<file path="src/rtl/mem_arbiter_if.sv">
// mem_arbiter_if: cache-side and RAM-side signals of the memory arbiter.
//
// Handshake: a requester raises its request (iREN, or dREN/dWEN) and keeps it
// asserted, together with a stable address and store data, until its wait
// output is low on a clock edge. Read data (iload/dload) is valid only in that
// cycle. Dropping the request before then abandons the access. The RAM side
// is ramstate driven: FREE/BUSY hold the access, ACCESS completes it and
// ERROR fails it.
//
// Modports:
//   slave  - arbiter view: request inputs from both caches, RAM commands out
//   master - environment view: caches and RAM model
interface mem_arbiter_if;
  logic        iREN;
  logic [31:0] iaddr;
  logic        iwait;
  logic [31:0] iload;
  logic        dREN;
  logic        dWEN;
  logic [31:0] daddr;
  logic [31:0] dstore;
  logic        dwait;
  logic [31:0] dload;
  logic        ramREN;
  logic        ramWEN;
  logic [31:0] ramaddr;
  logic [31:0] ramstore;
  logic [31:0] ramload;
  logic [1:0]  ramstate;
  logic        err;

  modport slave (
    input  iREN, iaddr, dREN, dWEN, daddr, dstore, ramload, ramstate,
    output iwait, iload, dwait, dload, ramREN, ramWEN, ramaddr, ramstore, err
  );

  modport master (
    output iREN, iaddr, dREN, dWEN, daddr, dstore, ramload, ramstate,
    input  iwait, iload, dwait, dload, ramREN, ramWEN, ramaddr, ramstore, err
  );
endinterface

</file>
<file path="src/rtl/mem_arbiter.sv">
// mem_arbiter: shares a single-ported RAM between the icache and dcache.
// The dcache wins contended arbitration unless the icache has lost
// STARVE_LIMIT consecutive contended rounds, in which case the icache wins.
//
// Ports:
//   CLK            system clock, rising edge
//   nRST           asynchronous active-low reset
//   bus            mem_arbiter_if.slave (cache requests, RAM commands)
//   dbg_state      current FSM state (0=IDLE, 1=GNT_I, 2=GNT_D)
//   dbg_starve_cnt current starvation counter value
module mem_arbiter #(
  parameter int STARVE_LIMIT = 4,
  parameter int CW           = 3
) (
  input  logic          CLK,
  input  logic          nRST,
  mem_arbiter_if.slave  bus,
  output logic [1:0]    dbg_state,
  output logic [CW-1:0] dbg_starve_cnt
);

  typedef enum logic [1:0] {
    IDLE  = 2'd0,
    GNT_I = 2'd1,
    GNT_D = 2'd2
  } state_t;

  localparam logic [1:0]    RAM_ACCESS = 2'd2;
  localparam logic [1:0]    RAM_ERROR  = 2'd3;
  localparam logic [CW-1:0] LIMIT      = CW'(STARVE_LIMIT);

  state_t        state, state_next;
  logic [CW-1:0] starve_cnt, starve_next;

  logic        dreq;
  logic        iwait, dwait, ram_ren, ram_wen, err;
  logic [31:0] ram_addr, ram_store, iload, dload;

  assign dreq = bus.dREN | bus.dWEN;

  always_ff @(posedge CLK or negedge nRST) begin
    if (!nRST) begin
      state      <= IDLE;
      starve_cnt <= '0;
    end else begin
      state      <= state_next;
      starve_cnt <= starve_next;
    end
  end

  // All outputs are combinational from state, so the asynchronous reset
  // forcing IDLE also forces every output to its idle/reset value.
  always_comb begin
    state_next  = state;
    starve_next = starve_cnt;
    iwait       = 1'b1;
    dwait       = 1'b1;
    ram_ren     = 1'b0;
    ram_wen     = 1'b0;
    ram_addr    = '0;
    ram_store   = '0;
    iload       = '0;
    dload       = '0;
    err         = 1'b0;

    unique case (state)
      IDLE: begin
        if (dreq && bus.iREN) begin
          if (starve_cnt == LIMIT) begin
            state_next  = GNT_I;
            starve_next = '0;
          end else begin
            state_next  = GNT_D;
            starve_next = starve_cnt + CW'(1);
          end
        end else if (dreq) begin
          state_next = GNT_D;
        end else if (bus.iREN) begin
          state_next  = GNT_I;
          starve_next = '0;
        end else begin
          starve_next = '0;
        end
      end

      GNT_D: begin
        ram_addr  = bus.daddr;
        ram_store = bus.dstore;
        dload     = bus.ramload;
        if (!dreq) begin
          // Abort: enables already low via defaults, no completion.
          state_next = IDLE;
        end else begin
          // Write has precedence when both dREN and dWEN are high.
          ram_wen = bus.dWEN;
          ram_ren = bus.dREN & ~bus.dWEN;
          if (bus.ramstate == RAM_ACCESS) begin
            dwait      = 1'b0;
            state_next = IDLE;
          end else if (bus.ramstate == RAM_ERROR) begin
            err        = 1'b1;
            state_next = IDLE;
          end
        end
      end

      GNT_I: begin
        ram_addr = bus.iaddr;
        iload    = bus.ramload;
        if (!bus.iREN) begin
          state_next = IDLE;
        end else begin
          ram_ren = 1'b1;
          if (bus.ramstate == RAM_ACCESS) begin
            iwait      = 1'b0;
            state_next = IDLE;
          end else if (bus.ramstate == RAM_ERROR) begin
            err        = 1'b1;
            state_next = IDLE;
          end
        end
      end

      default: state_next = IDLE;
    endcase
  end

  assign bus.iwait    = iwait;
  assign bus.dwait    = dwait;
  assign bus.ramREN   = ram_ren;
  assign bus.ramWEN   = ram_wen;
  assign bus.ramaddr  = ram_addr;
  assign bus.ramstore = ram_store;
  assign bus.iload    = iload;
  assign bus.dload    = dload;
  assign bus.err      = err;

  assign dbg_state      = state;
  assign dbg_starve_cnt = starve_cnt;

endmodule
</file>
<file path="src/flat_wrapper.sv">
// flat-port wrapper written by rule: the top's interface ports become plain ports
module mem_arbiter_flat 
#(
  parameter int STARVE_LIMIT = 4,
  parameter int CW           = 3
)
  (CLK, nRST, dbg_state, dbg_starve_cnt, bus_iREN, bus_iaddr, bus_dREN, bus_dWEN, bus_daddr, bus_dstore, bus_ramload, bus_ramstate, bus_iwait, bus_iload, bus_dwait, bus_dload, bus_ramREN, bus_ramWEN, bus_ramaddr, bus_ramstore, bus_err);
  mem_arbiter_if bus_i ();
  input  logic CLK;
  input  logic nRST;
  output logic [1:0] dbg_state;
  output logic [CW-1:0] dbg_starve_cnt;
  input wire logic [$bits(bus_i.iREN)-1:0] bus_iREN;
  input wire logic [$bits(bus_i.iaddr)-1:0] bus_iaddr;
  input wire logic [$bits(bus_i.dREN)-1:0] bus_dREN;
  input wire logic [$bits(bus_i.dWEN)-1:0] bus_dWEN;
  input wire logic [$bits(bus_i.daddr)-1:0] bus_daddr;
  input wire logic [$bits(bus_i.dstore)-1:0] bus_dstore;
  input wire logic [$bits(bus_i.ramload)-1:0] bus_ramload;
  input wire logic [$bits(bus_i.ramstate)-1:0] bus_ramstate;
  output wire logic [$bits(bus_i.iwait)-1:0] bus_iwait;
  output wire logic [$bits(bus_i.iload)-1:0] bus_iload;
  output wire logic [$bits(bus_i.dwait)-1:0] bus_dwait;
  output wire logic [$bits(bus_i.dload)-1:0] bus_dload;
  output wire logic [$bits(bus_i.ramREN)-1:0] bus_ramREN;
  output wire logic [$bits(bus_i.ramWEN)-1:0] bus_ramWEN;
  output wire logic [$bits(bus_i.ramaddr)-1:0] bus_ramaddr;
  output wire logic [$bits(bus_i.ramstore)-1:0] bus_ramstore;
  output wire logic [$bits(bus_i.err)-1:0] bus_err;
  assign bus_i.iREN = bus_iREN;
  assign bus_i.iaddr = bus_iaddr;
  assign bus_i.dREN = bus_dREN;
  assign bus_i.dWEN = bus_dWEN;
  assign bus_i.daddr = bus_daddr;
  assign bus_i.dstore = bus_dstore;
  assign bus_i.ramload = bus_ramload;
  assign bus_i.ramstate = bus_ramstate;
  assign bus_iwait = bus_i.iwait;
  assign bus_iload = bus_i.iload;
  assign bus_dwait = bus_i.dwait;
  assign bus_dload = bus_i.dload;
  assign bus_ramREN = bus_i.ramREN;
  assign bus_ramWEN = bus_i.ramWEN;
  assign bus_ramaddr = bus_i.ramaddr;
  assign bus_ramstore = bus_i.ramstore;
  assign bus_err = bus_i.err;
  mem_arbiter #(.STARVE_LIMIT(STARVE_LIMIT), .CW(CW)) u_core (.CLK(CLK), .nRST(nRST), .bus(bus_i), .dbg_state(dbg_state), .dbg_starve_cnt(dbg_starve_cnt));
endmodule
</file>
<file path="config.mk">
export PLATFORM = sky130hd
export DESIGN_NAME = mem_arbiter_flat
export DESIGN_NICKNAME = d
export VERILOG_FILES = /design/src/rtl/mem_arbiter_if.sv /design/src/rtl/mem_arbiter.sv /design/src/flat_wrapper.sv
export SDC_FILE = /design/constraint.sdc
export NUM_CORES = 1
export LEC_CHECK = 0
export ABC_AREA = 1
export BUFFER_PORTS_ARGS = -buffer_cell sky130_fd_sc_hd__buf_2
export CAP_MARGIN = 10
export CORE_AREA = 5 5 102 104
export DETAILED_ROUTE_END_ITERATION = 12
export DIE_AREA = 0 0 107 109
export PLACE_DENSITY = 0.54
export SETUP_SLACK_MARGIN = 0.02
export SLEW_MARGIN = 20
export SYNTH_ARGS = -nofsm -noshare
export SYNTH_HDL_FRONTEND = slang
export SYNTH_SLANG_ARGS = --single-unit
export TNS_END_PERCENT = 50
</file>
<file path="constraint.sdc">
create_clock -name CLK -period 2.3 [get_ports CLK]
set_clock_uncertainty 0.15 [all_clocks]
set_input_delay 0.46 -clock CLK [delete_from_list [all_inputs] [get_ports CLK]]
set_output_delay 0.46 -clock CLK [all_outputs]
set_load 0.05 [all_outputs]
</file>
======== After elaboration in Yosys (flattened, before gate mapping) ========
Cells that the tools add are included.
word-level totals
  word-level logic and storage cells ...... 47
  output and inout bits ................... 138
  input bits .............................. 135
  register bits after elaboration ......... 5
cells by class
  reduce and logical (&&, ||, !) cells .... 3
  equality and inequality tests ........... 7
  multiplexer cells ....................... 31
  $add $sub $neg .......................... 1
  bitwise operators ....................... 3
operators by type and width
  cell                   number
  $mux W32               3
  $pmux W32 S2           1
  $mux W2                8
  $mux W1                13
  $mux W3                3
  $eq A2 B2 Y1 const B   3
  $pmux W2 S3            1
  $ne A4 B2 Y1 const B   1
  $pmux W1 S2            2
  $add A3 B1 Y3 const B  1
  $eq A3 B3 Y1 const B   1
  $eq A2 B1 Y1 const B   1
  $logic_not A2 Y1       1
  $ne A2 B2 Y1 const B   1
  $reduce_and A2 Y1      1
  $and A1 B1 Y1          1
  $logic_and A1 B1 Y1    1
  $not A1 Y1             1
  $or A1 B1 Y1           1

======== Longest topological paths before layout ========
Gate-level depths: netlist of run 1.
  depth after elaboration ................. 5
  mapped depth ............................ 9
  depth with buffers taken out ............ 8

======== Worst setup path after synthesis of run 1 ========
Ideal clock, no wire load.
  path kind ............................... reg2out
  from .................................... register u_core.state[0] (netlist: u_core.dbg_state[0])
  to ...................................... output port bus_ramaddr[11]
  cell stages (with the launch flop) ...... 6
  buffers on the path ..................... 1
  required time ........................... 1.690 ns
  data arrival time ....................... 2.168 ns
  slack ................................... -0.478 ns
  cell sequence ........................... dfrtp_1 > inv_1 > ha_1 > inv_1 > buf_1 > a21oi_1
between the ends
  cells in the longest elaborated chain, start to end .. 2
  elaborated cells on any way between the ends .. 3
  classes of those cells .................. 2 x eq/ne; 1 x mux
ends and longest elaborated chain
  item                                          RTL line            RTL
  start, declared                               mem_arbiter.sv:32   state_t state, state_next;
  start signal, assigned                        mem_arbiter.sv:46   state <= state_next;
  $eq A2 B1 Y1 or $eq A2 B2 Y1 (tied branches)  mem_arbiter.sv:66   unique case (state)
  $pmux W32 S2 *                                mem_arbiter.sv:66
  end, declared                                 flat_wrapper.sv:27  output wire logic [$bits(bus_i.ramaddr)-1:0] bus_ramaddr;
Every way passes the cells marked *; elsewhere a longest branch is shown, timed or not.

======== Final worst setup path of run 1 ========
  from .................................... register u_core.state[0] (netlist: u_core.dbg_state[0])
  to ...................................... output port bus_ramWEN
between the ends
  cells in the longest elaborated chain, start to end .. 2
ends and longest elaborated chain
  item           RTL line            RTL
  $eq A2 B2 Y1   mem_arbiter.sv:66
  $mux W1        mem_arbiter.sv:66
  end, declared  flat_wrapper.sv:26  output wire logic [$bits(bus_i.ramWEN)-1:0] bus_ramWEN;
No other way between the ends.

==> results.json, run 1 <==
{
  "synth_common_cells": "184 x nand2_1, 111 x inv_1, 35 x a21oi_1",
  "min_period_ns": 2.25,
  "cts_tree": "done",
  "synthToLayoutAreaGrowth_pct": 138,
  "cts_max_level": 1,
  "seq_area_frac_synth": 0.0725,
  "die_x_um": 107,
  "setup_violations": 0,
  "timing.rr.end": "u_core.dbg_state[1]",
  "remaining_drc_errors": 0,
  "firstDrtPassIters": 4,
  "rows": 36,
  "startpoint_type": "flip-flop",
  "drv_slew": 0,
  "hold_slack_ns": 0.410,
  "async_flop_share": 1.00,
  "grt_start_max_net_pins": 30,
  "outcome": "finished, final reports clean",
  "antenna_found_initial": 1,
  "relSlewSlack": 0.782,
  "track_usage": 0.164,
  "drive_gt1_frac": 0.510,
  "r2r-start": "u_core.dbg_state[1]",
  "grt_overflow": 0,
  "synth.top_cell.area_share": 0.400,
  "routabilityCongestion": 0.863,
  "cts_made_buffers": 3,
  "portBuffers": 272,
  "n_fill_cell": 990,
  "detail_route.wl_per_cell_um": 13.6,
  "drtIter0Drc": 191,
  "vias": 3141,
  "grt_pass1_vias": 3019,
  "fp.coreArea_um2": 9460,
  "critPathMaxFanout": 26,
  "fin_ws_ns": 0.0479,
  "ff2ff_path_depth": 9,
  "grt_pass1_wl_mm": 15.5,
  "fp.dieH_um": 109,
  "grt_setup_unrepaired": "true",
  "nNetsFinal": 795,
  "clk_pin_slew_ns": 0.04,
  "ant_nets": 0,
  "synth_edf_count": 0,
  "ys_types": 16,
  "ff2ff_setup_slack_ns": 0.52,
  "dp_slack_ns": 0.0936,
  "endpoint_kind": "output port",
  "cp.arrival_ns": 1.64,
  "die_area_um2": 11700,
  "netlist_area_um2": 1730,
  "syn_inst": 385,
  "cts.sinks": 5,
  "cp-endpoint": "bus_ramWEN",
  "clk_path_buf_depth": 2,
  "synth_top_cells_by_area": "nand2_1 40%, inv_1 24%, a21oi_1 10%, dfrtp_1 7.2%, ha_1 4.3%",
  "synth-seq-cells": 5,
  "crit_required_ns": 1.69,
  "yosys.area.top_type": "nand2_1",
  "critPathKind": "reg2out",
  "start_util": 0.183,
  "p_leak_nw": 2.83,
  "wl_mm": 10.4,
  "ys.warnings.count": 0,
  "drv_cap": 0,
  "cts_root_buf": "clkbuf_8",
  "clkLatencyLatePin_ns": 0.23,
  "fmax_mhz": 444,
  "ir_drop_v": 0.000766,
  "tightest_slew_ns": 0.323,
  "hold_path.class": "reg2reg",
  "syn_nets": 526,
  "viasPerCell": 4.10,
  "power_per_cell_area_nw_per_um2": 1520,
  "finalCritPeriodShare": 0.979,
  "critPathLaunch": "u_core.dbg_state[0]",
  "finish.utilization": 0.435,
  "hold_viol_final": 0,
  "io_pins": 273,
  "postSynthAreaPerCell_um2": 4.48,
  "diodes": 0,
  "dp_hpwl_mm": 8.32,
  "yosysMostFrequentCell": "nand2_1",
  "synth_ff_type": "dfrtp_1"
}
==> state kept, by name (all words and copies together) (netlist names) <==
signal / cells
u_core.dbg_starve_cnt: 3
u_core.dbg_state: 2
==> worst min-delay path by stage <==
stage | from | to | slack [ns] | depth (start not counted)
6_report | u_core.dbg_starve_cnt[1] | u_core.dbg_starve_cnt[1] | 0.41 | 2
5_1_grt | nRST | u_core.dbg_state[0] | 0.44 | 2
4_1_cts | nRST | u_core.dbg_starve_cnt[0] | 0.42 | 2
3_5_place_dp | nRST | u_core.dbg_starve_cnt[0] | 0.13 | 1
3_3_place_gp | nRST | u_core.dbg_starve_cnt[1] | 0.13 | 1
2_1_floorplan | nRST | u_core.dbg_starve_cnt[0] | 0.01 | 0
==> per-layer routing <==
layer  track usage  vias to the layer above  routed length, µm
li1              -                     1620                  -
met1         0.184                     1360               3950
met2         0.312                      139               5420
met4        0.0420                        2                195
met5             0                        -                 13
met3        0.0379                       20                844
==> cell families (layout without fill, tap and decap cells) <==
family	Yosys count	in the layout	share of synthesized area
buffers and inverters	133	401	0.322
adder cells (fa/ha/maj)	6	6	0.0435
flip-flops	5	5	0.0725
AND/OR/NAND/NOR	202	202	0.447
AO/OA/AOI/OAI	39	39	0.114
==> cell usage in the layout (no fill, tap or decap), types with 2 or more instances in the layout <==
master and instances:
nand2_1 183, inv_1 108, o21ai_0 3, buf_2 201, clkbuf_8 3, ha_4 3, a21oi_4 30, buf_6 23
a21oi_2 3, nor2_1 7, buf_16 2, buf_4 47, a21oi_1 2, ha_1 3, buf_12 10, nand3_1 7
dfrtp_2 2, dfrtp_1 3, inv_2 2
==> worst max-delay path, stage by stage, from the launching register on <==
cell	delay (ns)
dfrtp_2	0.40
inv_2	0.11
ha_4	0.22
bufbuf_16	0.33
nand2_1	0.09
inv_1	0.12
buf_12	0.15
==> where the power goes <==
part           leakage [nW]  switching (mW)  internal, mW  total, mW
sequential           0.0625          0.0355         0.127      0.163
clock                0.0255          0.0474         0.117      0.164
combinational          2.74            4.13          1.80       5.92
total                  2.83            4.21          2.04       6.25
==> what timing repair did <==
item / 4_1_cts / 5_1_grt
resized for setup: 85 / 22
setup buffers: 2 / 1
gates cloned: 3 / 0
setup endpoints to repair: 35 / 88
pin swaps: 0 / 3
hold endpoints to repair: 5 / 0
hold buffers: 1 / 0
==> layout make-up <==
cell class	instances	area, µm²	area share
repair buffers	286	1930	0.470
multi-input cells	247	1440	0.351
inverters	111	422	0.103
well taps	114	143	0.0347
flip-flops and latches	5	128	0.0311
clock buffers	3	41.3	0.0100
clock inverters	1	5.00	0.00122
==> per-stage QoR <==
step / cells / area (µm²) / TNS (ns) / total power [mW]
CTS: 766 / 4040 / -0.323 / 6.22
global placement: 756 / 3620 / 0 / 5.36
finish: 767 / 4110 / 0 / 6.25
global route: 767 / 4110 / -0.0823 / 6.62
floorplan: 385 / 2080 / 0 / 4.17
detailed placement: 756 / 3620 / 0 / 5.41
No activity file was read; power rests on OpenSTA's default activity.
==> run 2: changes to the inputs <==
--- a/config.mk
+++ b/config.mk
@@ -5,13 +5,12 @@
 export SDC_FILE = /design/constraint.sdc
 export NUM_CORES = 1
 export LEC_CHECK = 0
-export ABC_AREA = 1
 export BUFFER_PORTS_ARGS = -buffer_cell sky130_fd_sc_hd__buf_2
 export CAP_MARGIN = 10
-export CORE_AREA = 5 5 102 104
+export CORE_AREA = 5 5 104 106
 export DETAILED_ROUTE_END_ITERATION = 12
-export DIE_AREA = 0 0 107 109
-export PLACE_DENSITY = 0.54
+export DIE_AREA = 0 0 109 111
+export PLACE_DENSITY = 0.51
 export SETUP_SLACK_MARGIN = 0.02
 export SLEW_MARGIN = 20
 export SYNTH_ARGS = -nofsm -noshare
==> results.json, run 2 <==
{
  "grt_overflow": 0,
  "busiest_layer": "met2",
  "cts_tree": "done",
  "start_util": 0.163,
  "routabilityCongestion": 0.810,
  "min_path_cells": 1,
  "place_area_um2": 3410,
  "cts_root_buf": "clkbuf_8",
  "drtIter0Drc": 151,
  "p_leak_nw": 2.09,
  "slowest_delay_ns": 0.42,
  "power.switching_mw": 3.45,
  "nNetsFinal": 637,
  "drive_gt1_frac": 0.697,
  "largest_reg_flops": 3,
  "syn_inst": 230,
  "hold_path.class": "reg2reg",
  "netlist_area_um2": 1580,
  "die_area_um2": 12100,
  "syn_nets": 371,
  "clk_path_buf_depth": 2,
  "power_per_cell_area_nw_per_um2": 1420,
  "antenna_found_initial": 0,
  "ff2ff_path_depth": 4,
  "grtUsageMet1": 0.147,
  "layout_commonest_cell": "buf_2",
  "seq_area_frac_synth": 0.0793,
  "hold_viol_final": 0,
  "portBuffers": 272,
  "grt_setup_unrepaired": "true",
  "track_usage": 0.137,
  "instances_no_fill": 628,
  "diodes": 0,
  "outcome": "finished, final reports clean",
  "endpoint_kind": "output port",
  "ir_drop_v": 0.000711,
  "synth-seq-cells": 5,
  "met3_usage": 0.0291,
  "synthToLayoutAreaGrowth_pct": 148,
  "startpoint_type": "flip-flop",
  "grt_pass1_vias": 2664,
  "remaining_drc_errors": 0,
  "swShare": 0.621,
  "cp.arrival_ns": 1.67,
  "grt_start_max_net_pins": 38,
  "r2r-start": "u_core.dbg_state[0]",
  "vias": 2685,
  "io_pins": 273,
  "groute.layer.met2.usage": 0.272,
  "ff2ff_setup_slack_ns": 0.76,
  "viasPerCell": 4.28,
  "clk_pin_slew_ns": 0.03,
  "drv_slew": 0,
  "finalCritPeriodShare": 0.991,
  "rows": 36,
  "relSlewSlack": 0.766,
  "clkLatencyLatePin_ns": 0.22,
  "synth_top_cells_by_area": "and2_1 38%, a22oi_1 15%, nor2b_1 13%, dfrtp_1 7.9%, ha_1 4.8%",
  "async_flop_share": 1.00,
  "cts_max_level": 1,
  "cts_made_buffers": 3,
  "critPathLaunch": "u_core.dbg_state[1]",
  "synth.top_cell.area_share": 0.385,
  "cp-endpoint": "bus_ramaddr[14]",
  "firstDrtPassIters": 6,
  "power_frac_seq": 0.031,
  "setup_violations": 0,
  "yosysMostFrequentCell": "and2_1",
  "fmax_mhz": 439,
  "crit_chain": "inv_2, ha_4, clkbuf_16, a22oi_1, nor2b_4, buf_8",
  "stdcell_area_um2": 3920,
  "die_x_um": 109,
  "tightest_slew_ns": 0.347,
  "fp.dieH_um": 111,
  "min_period_ns": 2.28,
  "dp_hpwl_mm": 7.95,
  "synth_ff_type": "dfrtp_1",
  "wl_mm": 9.85,
  "crit_required_ns": 1.69,
  "ys.warnings.count": 0,
  "yosys.area.top_type": "and2_1",
  "p_comb_frac": 0.940,
  "cp_slowest_cell": "dfrtp_2",
  "final_cell_mix": "216 x buf_2, 97 x and2_1, 32 x nor2b_4",
  "synth_edf_count": 0,
  "grt_pass1_wl_mm": 13.6,
  "critPathKind": "reg2out",
  "ant_nets": 0,
  "detail_route.wl_per_cell_um": 15.7,
  "ys_types": 28,
  "synth_common_cells": "97 x and2_1, 33 x nor2b_1, 32 x a22oi_1",
  "timing.rr.end": "u_core.dbg_state[0]",
  "postSynthAreaPerCell_um2": 6.86,
  "p_clk_frac": 0.028,
  "internal_power_mw": 2.11,
  "fp.coreArea_um2": 9680,
  "drv_cap": 0,
  "cts.sinks": 5,
  "dpl.cell_count": 620,
  "critPathMaxFanout": 15
}
==> run 2: cell count changes after synthesis, sizes merged, moves of 11 or more <==
cell / previous run / this run
a22oi: 0 / 32
clkbuf: 1 / 12
inv: 111 / 4
nor2b: 0 / 33
a21oi: 35 / 0
buf: 21 / 10
and2: 0 / 97
nand2: 184 / 3
==> run 2: logic make-up (layout without fill, tap and decap cells) <==
family | after synthesis | count (layout) | share of synthesized area
fa+ha+maj | 6 | 6 | 0.0476
flops | 5 | 5 | 0.0793
simple gates | 148 | 148 | 0.587
buf+inv | 26 | 291 | 0.0753
compound gates | 44 | 44 | 0.204
mux | 1 | 1 | 0.00714
==> run 2: through the flow <==
step                       util  hold WS, ns  setup TNS (ns)  setup WS, ns  power (mW)
after floorplan               -       0.0144               0        0.0325        3.77
after global placement    0.352        0.128               0         0.153        4.88
after detailed placement  0.352        0.129               0         0.153        4.91
after CTS                 0.367        0.410         -0.0958       -0.0225        5.20
after global routing      0.405        0.425          -0.130       -0.0321        5.85
final                     0.405        0.406               0        0.0213        5.56
==> run 2: cell type report <==
class / count / area [µm²]
Sequential cell: 5 / 128
Multi-Input combinational cell: 199 / 1700
Timing Repair Buffer: 283 / 1860
Clock buffer: 4 / 45.0
Tap cell: 133 / 166
Fill cell: 978 / 5760
Inverter: 4 / 17.5
==> run 2: critical path, delay by kind of cell (launching register included) <==
family                     cells  cell delay [ns]
AOI/OAI and AO/OA              1             0.30
adders and majority gates      1             0.22
buffers and inverters          3             0.43
DFF                            1             0.42
and+or+nand+nor                1             0.08
==> run 2: power by group through the flow <==
| stage | Clock, mW | Sequential, mW | Combinational (mW) |
|---|---|---|---|
| final | 0.156 | 0.175 | 5.23 |
| after global routing | 0.166 | 0.181 | 5.50 |
| after CTS | 0.161 | 0.167 | 4.87 |
| after detailed placement | 0 | 0.168 | 4.74 |
| after global placement | 0 | 0.165 | 4.72 |
| after floorplan | 0 | 0.277 | 3.50 |
==> run 2: worst min path at each step <==
stage | start | end | slack [ns]
after floorplan | nRST | u_core.dbg_starve_cnt[0] | 0.01
after global placement | nRST | u_core.dbg_starve_cnt[2] | 0.13
after detailed placement | nRST | u_core.dbg_starve_cnt[2] | 0.13
after global routing | u_core.dbg_starve_cnt[1] | u_core.dbg_starve_cnt[1] | 0.43
after CTS | u_core.dbg_starve_cnt[2] | u_core.dbg_starve_cnt[2] | 0.41
final | u_core.dbg_starve_cnt[1] | u_core.dbg_starve_cnt[1] | 0.41
==> run 2: layer usage <==
layer,routed length [µm],vias up,share of wire
met1,3520,1219,0.36
met3,1050,4,0.11
li1,-,1300,-
met5,0,-,0
met4,48,0,0.0049
met2,5240,162,0.53
==> run 2: what timing repair did <==
| item | CTS | global route |
|---|---|---|
| setup endpoints to repair | 34 | 99 |
| pin swaps | 0 | 2 |
| hold endpoints to repair | 5 | 0 |
| cloned | 0 | 3 |
| setup buffers | 0 | 0 |
| gates resized for setup | 34 | 78 |
| hold buffers | 1 | 0 |
